--- config.mk ---
export PLATFORM = sky130hd
export DESIGN_NAME = march_element_ctrl
export DESIGN_NICKNAME = d
export VERILOG_FILES = /design/src/rtl/march_element_ctrl.sv
export SDC_FILE = /design/constraint.sdc
export NUM_CORES = 1
export LEC_CHECK = 0
export ABC_AREA = 1
export ABC_CLOCK_PERIOD_IN_PS = 1600
export CELL_PAD_IN_SITES_DETAIL_PLACEMENT = 0
export CELL_PAD_IN_SITES_GLOBAL_PLACEMENT = 1
export CORE_MARGIN = 3
export CORE_UTILIZATION = 35
export CTS_BUF_LIST = sky130_fd_sc_hd__clkbuf_8
export DETAILED_ROUTE_END_ITERATION = 12
export PLACE_DENSITY_LB_ADDON = 0.1
export SYNTH_ARGS = -nofsm -noshare
export SYNTH_HDL_FRONTEND = slang
export SYNTH_SLANG_ARGS = --single-unit
export TNS_END_PERCENT = 5
--- constraint.sdc ---
create_clock -name clk -period 1.6 [get_ports clk]
set_clock_uncertainty 0.1 [all_clocks]
set_input_delay 0.16 -clock clk [delete_from_list [all_inputs] [get_ports clk]]
set_output_delay 0.16 -clock clk [all_outputs]
set_load 0.02 [all_outputs]
--- src/rtl/march_element_ctrl.sv ---
// Sequencer for one march element: walks the address counter over the whole
// address space and issues 1..4 datapath operations per address.
`ifndef ADDR_WIDTH
`define ADDR_WIDTH 8
`endif
`ifndef IR_BFW_ADMD
`define IR_BFW_ADMD 2
`endif
`ifndef ADMD_LIUD
`define ADMD_LIUD 2'd0
`endif
`ifndef ADMD_PRUD
`define ADMD_PRUD 2'd1
`endif
`ifndef ADDR_UP
`define ADDR_UP 1'b1
`endif
`ifndef ADMD_PR_SEED
`define ADMD_PR_SEED 8'h01
`endif

module march_element_ctrl #(
  parameter int TASW = `ADDR_WIDTH,
  parameter int ADMW = `IR_BFW_ADMD
) (
  input  logic            clk,
  input  logic            rst,
  input  logic            start_in,
  input  logic            dir_in,
  input  logic [ADMW-1:0] admd_in,
  input  logic [1:0]      nops_in,
  input  logic            op_ack_in,
  input  logic            abort_in,
  output logic            s_out,
  output logic            r_out,
  output logic            hold_out,
  output logic            updwn_out,
  output logic [ADMW-1:0] admd_out,
  output logic            op_req_out,
  output logic [1:0]      op_idx_out,
  output logic            busy_out,
  output logic            done_out
);

  typedef enum logic [2:0] {S_IDLE, S_LOAD, S_OP, S_STEP, S_DONE} state_t;

  // LFSR mode has one address fewer: the all-zero state is never reached
  localparam logic [TASW:0] LAST_LI = {1'b0, {TASW{1'b1}}};
  localparam logic [TASW:0] LAST_PR = LAST_LI - (TASW+1)'(1);

  state_t          state_q, state_d;
  logic            dir_q, dir_d;
  logic [ADMW-1:0] admd_q, admd_d;
  logic [1:0]      nops_q, nops_d;
  logic [1:0]      idx_q, idx_d;
  logic [TASW:0]   visit_q, visit_d;
  logic            last_addr;

  always_ff @(posedge clk) begin
    if (rst) begin
      state_q <= S_IDLE;
      dir_q   <= 1'b0;
      admd_q  <= '0;
      nops_q  <= 2'd0;
      idx_q   <= 2'd0;
      visit_q <= '0;
    end else begin
      state_q <= state_d;
      dir_q   <= dir_d;
      admd_q  <= admd_d;
      nops_q  <= nops_d;
      idx_q   <= idx_d;
      visit_q <= visit_d;
    end
  end

  assign last_addr = (admd_q == ADMW'(`ADMD_PRUD)) ? (visit_q == LAST_PR)
                                                   : (visit_q == LAST_LI);

  always_comb begin
    state_d    = state_q;
    dir_d      = dir_q;
    admd_d     = admd_q;
    nops_d     = nops_q;
    idx_d      = idx_q;
    visit_d    = visit_q;
    s_out      = 1'b0;
    r_out      = 1'b0;
    hold_out   = 1'b1;
    op_req_out = 1'b0;
    busy_out   = 1'b1;
    done_out   = 1'b0;
    case (state_q)
      S_IDLE: begin
        busy_out = 1'b0;
        if (start_in) begin
          dir_d   = dir_in;
          admd_d  = admd_in;
          nops_d  = nops_in;
          idx_d   = 2'd0;
          visit_d = '0;
          state_d = S_LOAD;
        end
      end
      S_LOAD: begin
        s_out    = ~dir_q;
        r_out    = dir_q;
        hold_out = 1'b0;
        state_d  = S_OP;
      end
      S_OP: begin
        op_req_out = 1'b1;
        if (op_ack_in) begin
          if (idx_q != nops_q) begin
            idx_d = idx_q + 2'd1;
          end else begin
            idx_d = 2'd0;
            if (last_addr) begin
              state_d = S_DONE;
            end else begin
              visit_d = visit_q + (TASW+1)'(1);
              state_d = S_STEP;
            end
          end
        end
      end
      S_STEP: begin
        hold_out = 1'b0;
        state_d  = S_OP;
      end
      S_DONE: begin
        done_out = 1'b1;
        state_d  = S_IDLE;
      end
      default: state_d = S_IDLE;
    endcase
    // abort outranks any completion in the same cycle
    if (abort_in && state_q != S_IDLE) begin
      state_d = S_IDLE;
    end
  end

  assign updwn_out  = dir_q ? ~`ADDR_UP : `ADDR_UP;
  assign admd_out   = admd_q;
  assign op_idx_out = idx_q;

endmodule

Word level (Yosys, flattened, before mapping). Index checks and enable logic that the tools add are counted.

Add/sub/neg operators: 2. Equality and inequality tests: 12. Multiplexer cells: 22. Bitwise operators: 1. Reduce and logical (&&, ||, !) cells: 10.

Operator list (count): 2-to-1 mux 9 bit (4); == test 9 x 8 -> 1 bit, second input constant (2); one-hot mux 9 bit (2 select lines) (1); 2-to-1 mux 3 bit (4); adder 9 x 1 -> 9 bit, second input constant (1); one-hot mux 3 bit (3 select lines) (1); 2-to-1 mux 1 bit (8); != test 2 bit, second input constant (4); == test 3 x 2 -> 1 bit, second input constant (2); 2-to-1 mux 2 bit (3); AND reduction 3 bit (2); AND reduction 5 bit (1); one-hot mux 2 bit (2 select lines) (1); OR reduction 2 bit (2); == test 3 x 1 -> 1 bit, second input constant (1); == test 3 bit, second input constant (1); logical NOT 3 bit (1); nonzero test 3 bit (1); adder 2 x 1 -> 2 bit, second input constant (1); == test 2 x 1 -> 1 bit, second input constant (1); != test 2 bit (1); AND reduction 2 bit (1); nonzero test 2 bit (1); logical AND 1 bit (1); NOT 1 bit (1).

Register bits: 19. Input port bits: 10.

Depth between registers and ports, before layout.
Depth in word-level cells: 6. Depth in mapped cells: 10. Gate-level depth less buffers: 10.

Worst setup path after synthesis. No wires, ideal clock.

Path type: reg-to-reg. Start: reg idx_q[0], in the netlist op_idx_out[0]. End: reg visit_q[1]. Library setup time: 0.128 ns. Arrival time: 1.198 ns. Required time: 1.372 ns. Slack: 0.174 ns. Stages on the path, launching flop included: 7. Buffers on the path: 0. Clock period less this slack: 1.426 ns. Cell sequence: dfxtp_1 -> xnor2_1 -> nand2_1 -> a21oi_2 -> nand3_1 -> nand2_1 -> nor2_1.

Word-level cells in the longest chain between the ends: 3.

RTL lines: start, declared (RTL line 55) `logic [1:0] idx_q, idx_d;`; start signal, assigned (RTL line 72) `idx_q <= idx_d;`; != test 2 bit (RTL line 114) `if (idx_q != nops_q) begin`; != test 2 bit (no source line); AND reduction 5 bit (no source line); end signal, assigned (RTL line 73) `visit_q <= visit_d;`; end, declared (RTL line 56) `logic [TASW:0] visit_q, visit_d;`.

No other way between the ends. A chain may end at the register's enable or synchronous reset.

Final worst setup path.
Start: reg dir_q. End: out updwn_out.

Word-level cells in the longest chain between the ends: 1.

RTL lines: start, declared (RTL line 52) `logic dir_q, dir_d;`; start signal, assigned (RTL line 69) `dir_q <= dir_d;`; 2-to-1 mux 1 bit (no source line); end, declared (RTL line 37) `output logic updwn_out,`.

No other way between the ends.

==> metrics.log <==
[metrics] crit path launch type: register
[metrics] Die W: 62.76 um
[metrics] Min-Delay Path Class: register to register
[metrics] share of the yosys chip area belonging to registers: 33.74%
[metrics] H-Tree Depth: 1
[metrics] site row count: 19
[metrics] TritonCTS buffer count: 3
[metrics] area of the die: 3938 um2
[metrics] total nets after synthesis: 180
[metrics] max-cap viol count: 0
[metrics] HPWL after detailed placement: 2227 um
[metrics] Worst path top cell family by delay: buffers and inverters
[metrics] endpoints failing hold: 0
[metrics] Area contributors post-synth: dfxtp_1 34%, nand2_1 14%, nand3_1 8.4%
[metrics] count of final max-slew check failures: 0
[metrics] maximum cell stage delay along the critical path: 0.61 ns
[metrics] type of the worst setup path: register to primary output
[metrics] number of I/O port buffers: 20
[metrics] nature of the critical path endpoint: primary output
[metrics] maximum root-to-sink buffer count: 2
[metrics] total congestion overflow after global routing: 0
[metrics] worst slack at placement: -0.01739 ns
[metrics] final RePlAce weighted congestion: 0.7687
[metrics] highest-count cells in the layout ignoring fill and taps: 42 x nand2_1, 19 x nand3_1, 18 x inv_1
[metrics] placeable core region: 2900 um2
[metrics] # diodes: 0
[metrics] layout overhead on the synthesized area: 33.52%
[metrics] WL final: 2822 um
[metrics] largest vdd supply drop: 667.3 uV
[metrics] unrepaired setup endpoints after global routing: no
[metrics] vias in the first global route: 1083
[metrics] worst setup margin: 0.07717 ns
[metrics] CP max stage cell: clkdlybuf4s50_1
[metrics] setup_tns: 0 ns
[metrics] Die Ht: 62.76 um
[metrics] Worst Tran Pin Value: 0.2421 ns
[metrics] leakage power: 0.0006571 uW
[metrics] worst hold slack: 0.3767 ns
[metrics] detail-routed net length per standard cell: 11.57 um
[metrics] number of vias per cell: 4.840
[metrics] status: finished, final reports clean
[metrics] Clock transition at path regs: 0.07 ns
[metrics] CTS tree: yes
[metrics] fin crit period: 1.523 ns
[metrics] number of vias after detailed routing: 1181
[metrics] number of clock sinks: 19
[metrics] Worst Path Max Fanout: 3
[metrics] largest net degree at the start of global routing: 14
[metrics] cells traversed along the worst timing path: inv_1 > clkdlybuf4s50_1
[metrics] first-pass GRT wire length: 4919 um
[metrics] synth unique cells: 26
[metrics] power per unit of standard cell area: 1188 nW/um2
[metrics] final count of negative-setup-slack endpoints: 0
[metrics] worst path required time: 1.34 ns
[metrics] placed cell area: 1444 um2
[metrics] 1st-iter DRT viols: 34
[metrics] Clock Latency Late Sink: 0.26 ns
[metrics] overall routing resource usage: 15.67%
[metrics] remaining antenna violation count after routing: 0
[metrics] Max Clock Freq: 656.7 MHz
[metrics] Synth area leader: dfxtp_1
[metrics] number of optimization iterations in the first detailed-route pass: 4
[metrics] number of synthesized register bits: 19
[metrics] number of nets in the layout: 214
[metrics] ratio of final minimum period to clock period: 95.18%
[metrics] most common cell after layout, fill and taps aside: nand2_1
[metrics] warnings from Yosys: 0
[metrics] tightest slew margin relative to the limit: 83.82%
[metrics] fraction of post-synthesis cell area in the top cell type by area: 33.74%
[metrics] Buf+Inv Stages, Crit Path: 2
[metrics] Cell Area, Synth: 1127 um2
[metrics] layout cells sized above 1: 17.82%
[metrics] Layout Cell Area excl Fill: 1505 um2
[metrics] antenna violations before repair: 0
[metrics] starting density of the core: 38.87%
[metrics] signal arrival time at the worst endpoint: 1.26 ns
[metrics] I/O pin total: 21
[metrics] count of mapped cells out of synthesis: 169
[metrics] Clock Tree Root: clkbuf_8
[metrics] CTS Hold Bufs: 0
[metrics] fill cell instance count of the final layout: 313
[metrics] average footprint of a synthesized cell: 6.671 um2
[metrics] number of design rule violations left after detail routing: 0
[metrics] total design power: 1789 uW
## synth_stat cells
master and count:
a21oi_1 13, a21oi_2 2, a31oi_1 1, clkbuf_1 1
dfxtp_1 19, ha_1 1, inv_1 17, inv_2 5
inv_4 1, nand2_1 42, nand2_2 5, nand3_1 19
nand3_2 2, nand3_4 2, nand4_1 5, nor2_1 17
nor2_2 2, nor2_4 1, nor3_1 1, nor3b_1 1
o211a_1 1, o211ai_1 1, o21ai_0 5, o21ai_1 1
xnor2_1 3, xor2_1 1
## final cells by class
type	count	area [um2]	share of cell area, %
multi-input cells	126	661.9	43.97
well taps	42	52.55	3.491
clock buffers	3	41.29	2.743
flip-flops and latches	19	384.1	25.52
repair buffers	30	272.8	18.12
clock inverters	1	3.754	0.2494
inverters	23	88.84	5.902
## final timing paths
path | startpoint | slack, ns | depth (start not counted) | endpoint
setup reg to reg | visit_q[0] | 0.09 | 9 | visit_q[8]
hold / removal | nops_q[1] | 0.38 | 2 | nops_q[1]
hold reg to reg | nops_q[1] | 0.38 | 2 | nops_q[1]
setup / recovery | dir_q | 0.08 | 2 | updwn_out
## logic make-up after synthesis
kind of cell	after synthesis	share of synthesized area [%]
buffers and inverters	24	8.213
flip-flops	19	33.74
XOR/XNOR	4	3.108
AO/OA/AOI/OAI	24	12.10
adder cells (fa/ha/maj)	1	1.110
AND/OR/NAND/NOR	97	41.73
## tightest hold or removal path, stage by stage (launching register included)
cell,delay [ns]
dfxtp_1,0.32
nand2_1,0.06
a21oi_1,0.05
## metal layers
layer | vias up | routed length [um] | track usage, %
met5 | - | 0 | 0
met3 | 4 | 126 | 3.417
li1 | 624 | - | -
met4 | 0 | 46 | 6.612
met1 | 526 | 1414 | 21.44
met2 | 27 | 1235 | 23.57
## report_power, final
group | internal (uW) | switching (uW) | leakage [uW]
sequential | 539 | 64.8 | 0.000156
clock | 171 | 156 | 0.0000269
combinational | 332 | 526 | 0.000474
total | 1040 | 748 | 0.000657
## metrics by stage
stage | util, % | std cells
2_1_floorplan | - | 169
3_3_place_gp | 49.78 | 239
3_5_place_dp | 49.78 | 239
4_1_cts | 51.08 | 243
5_1_grt | 51.90 | 244
6_report | 51.90 | 244
## sequential cells by signal (all words and copies together), names as in the netlist
signal,count
visit_q,9
dir_q,1
admd_out,2
nops_q,2
state_q,3
op_idx_out,2
## repair_timing
| action | in CTS | in global routing |
|---|---|---|
| buffers inserted | 0 | 1 |
| pin swaps | 0 | 1 |
| setup endpoints to repair | 6 | 11 |
| resized for setup | 6 | 6 |
No activity file was read; power rests on OpenSTA's default activity.
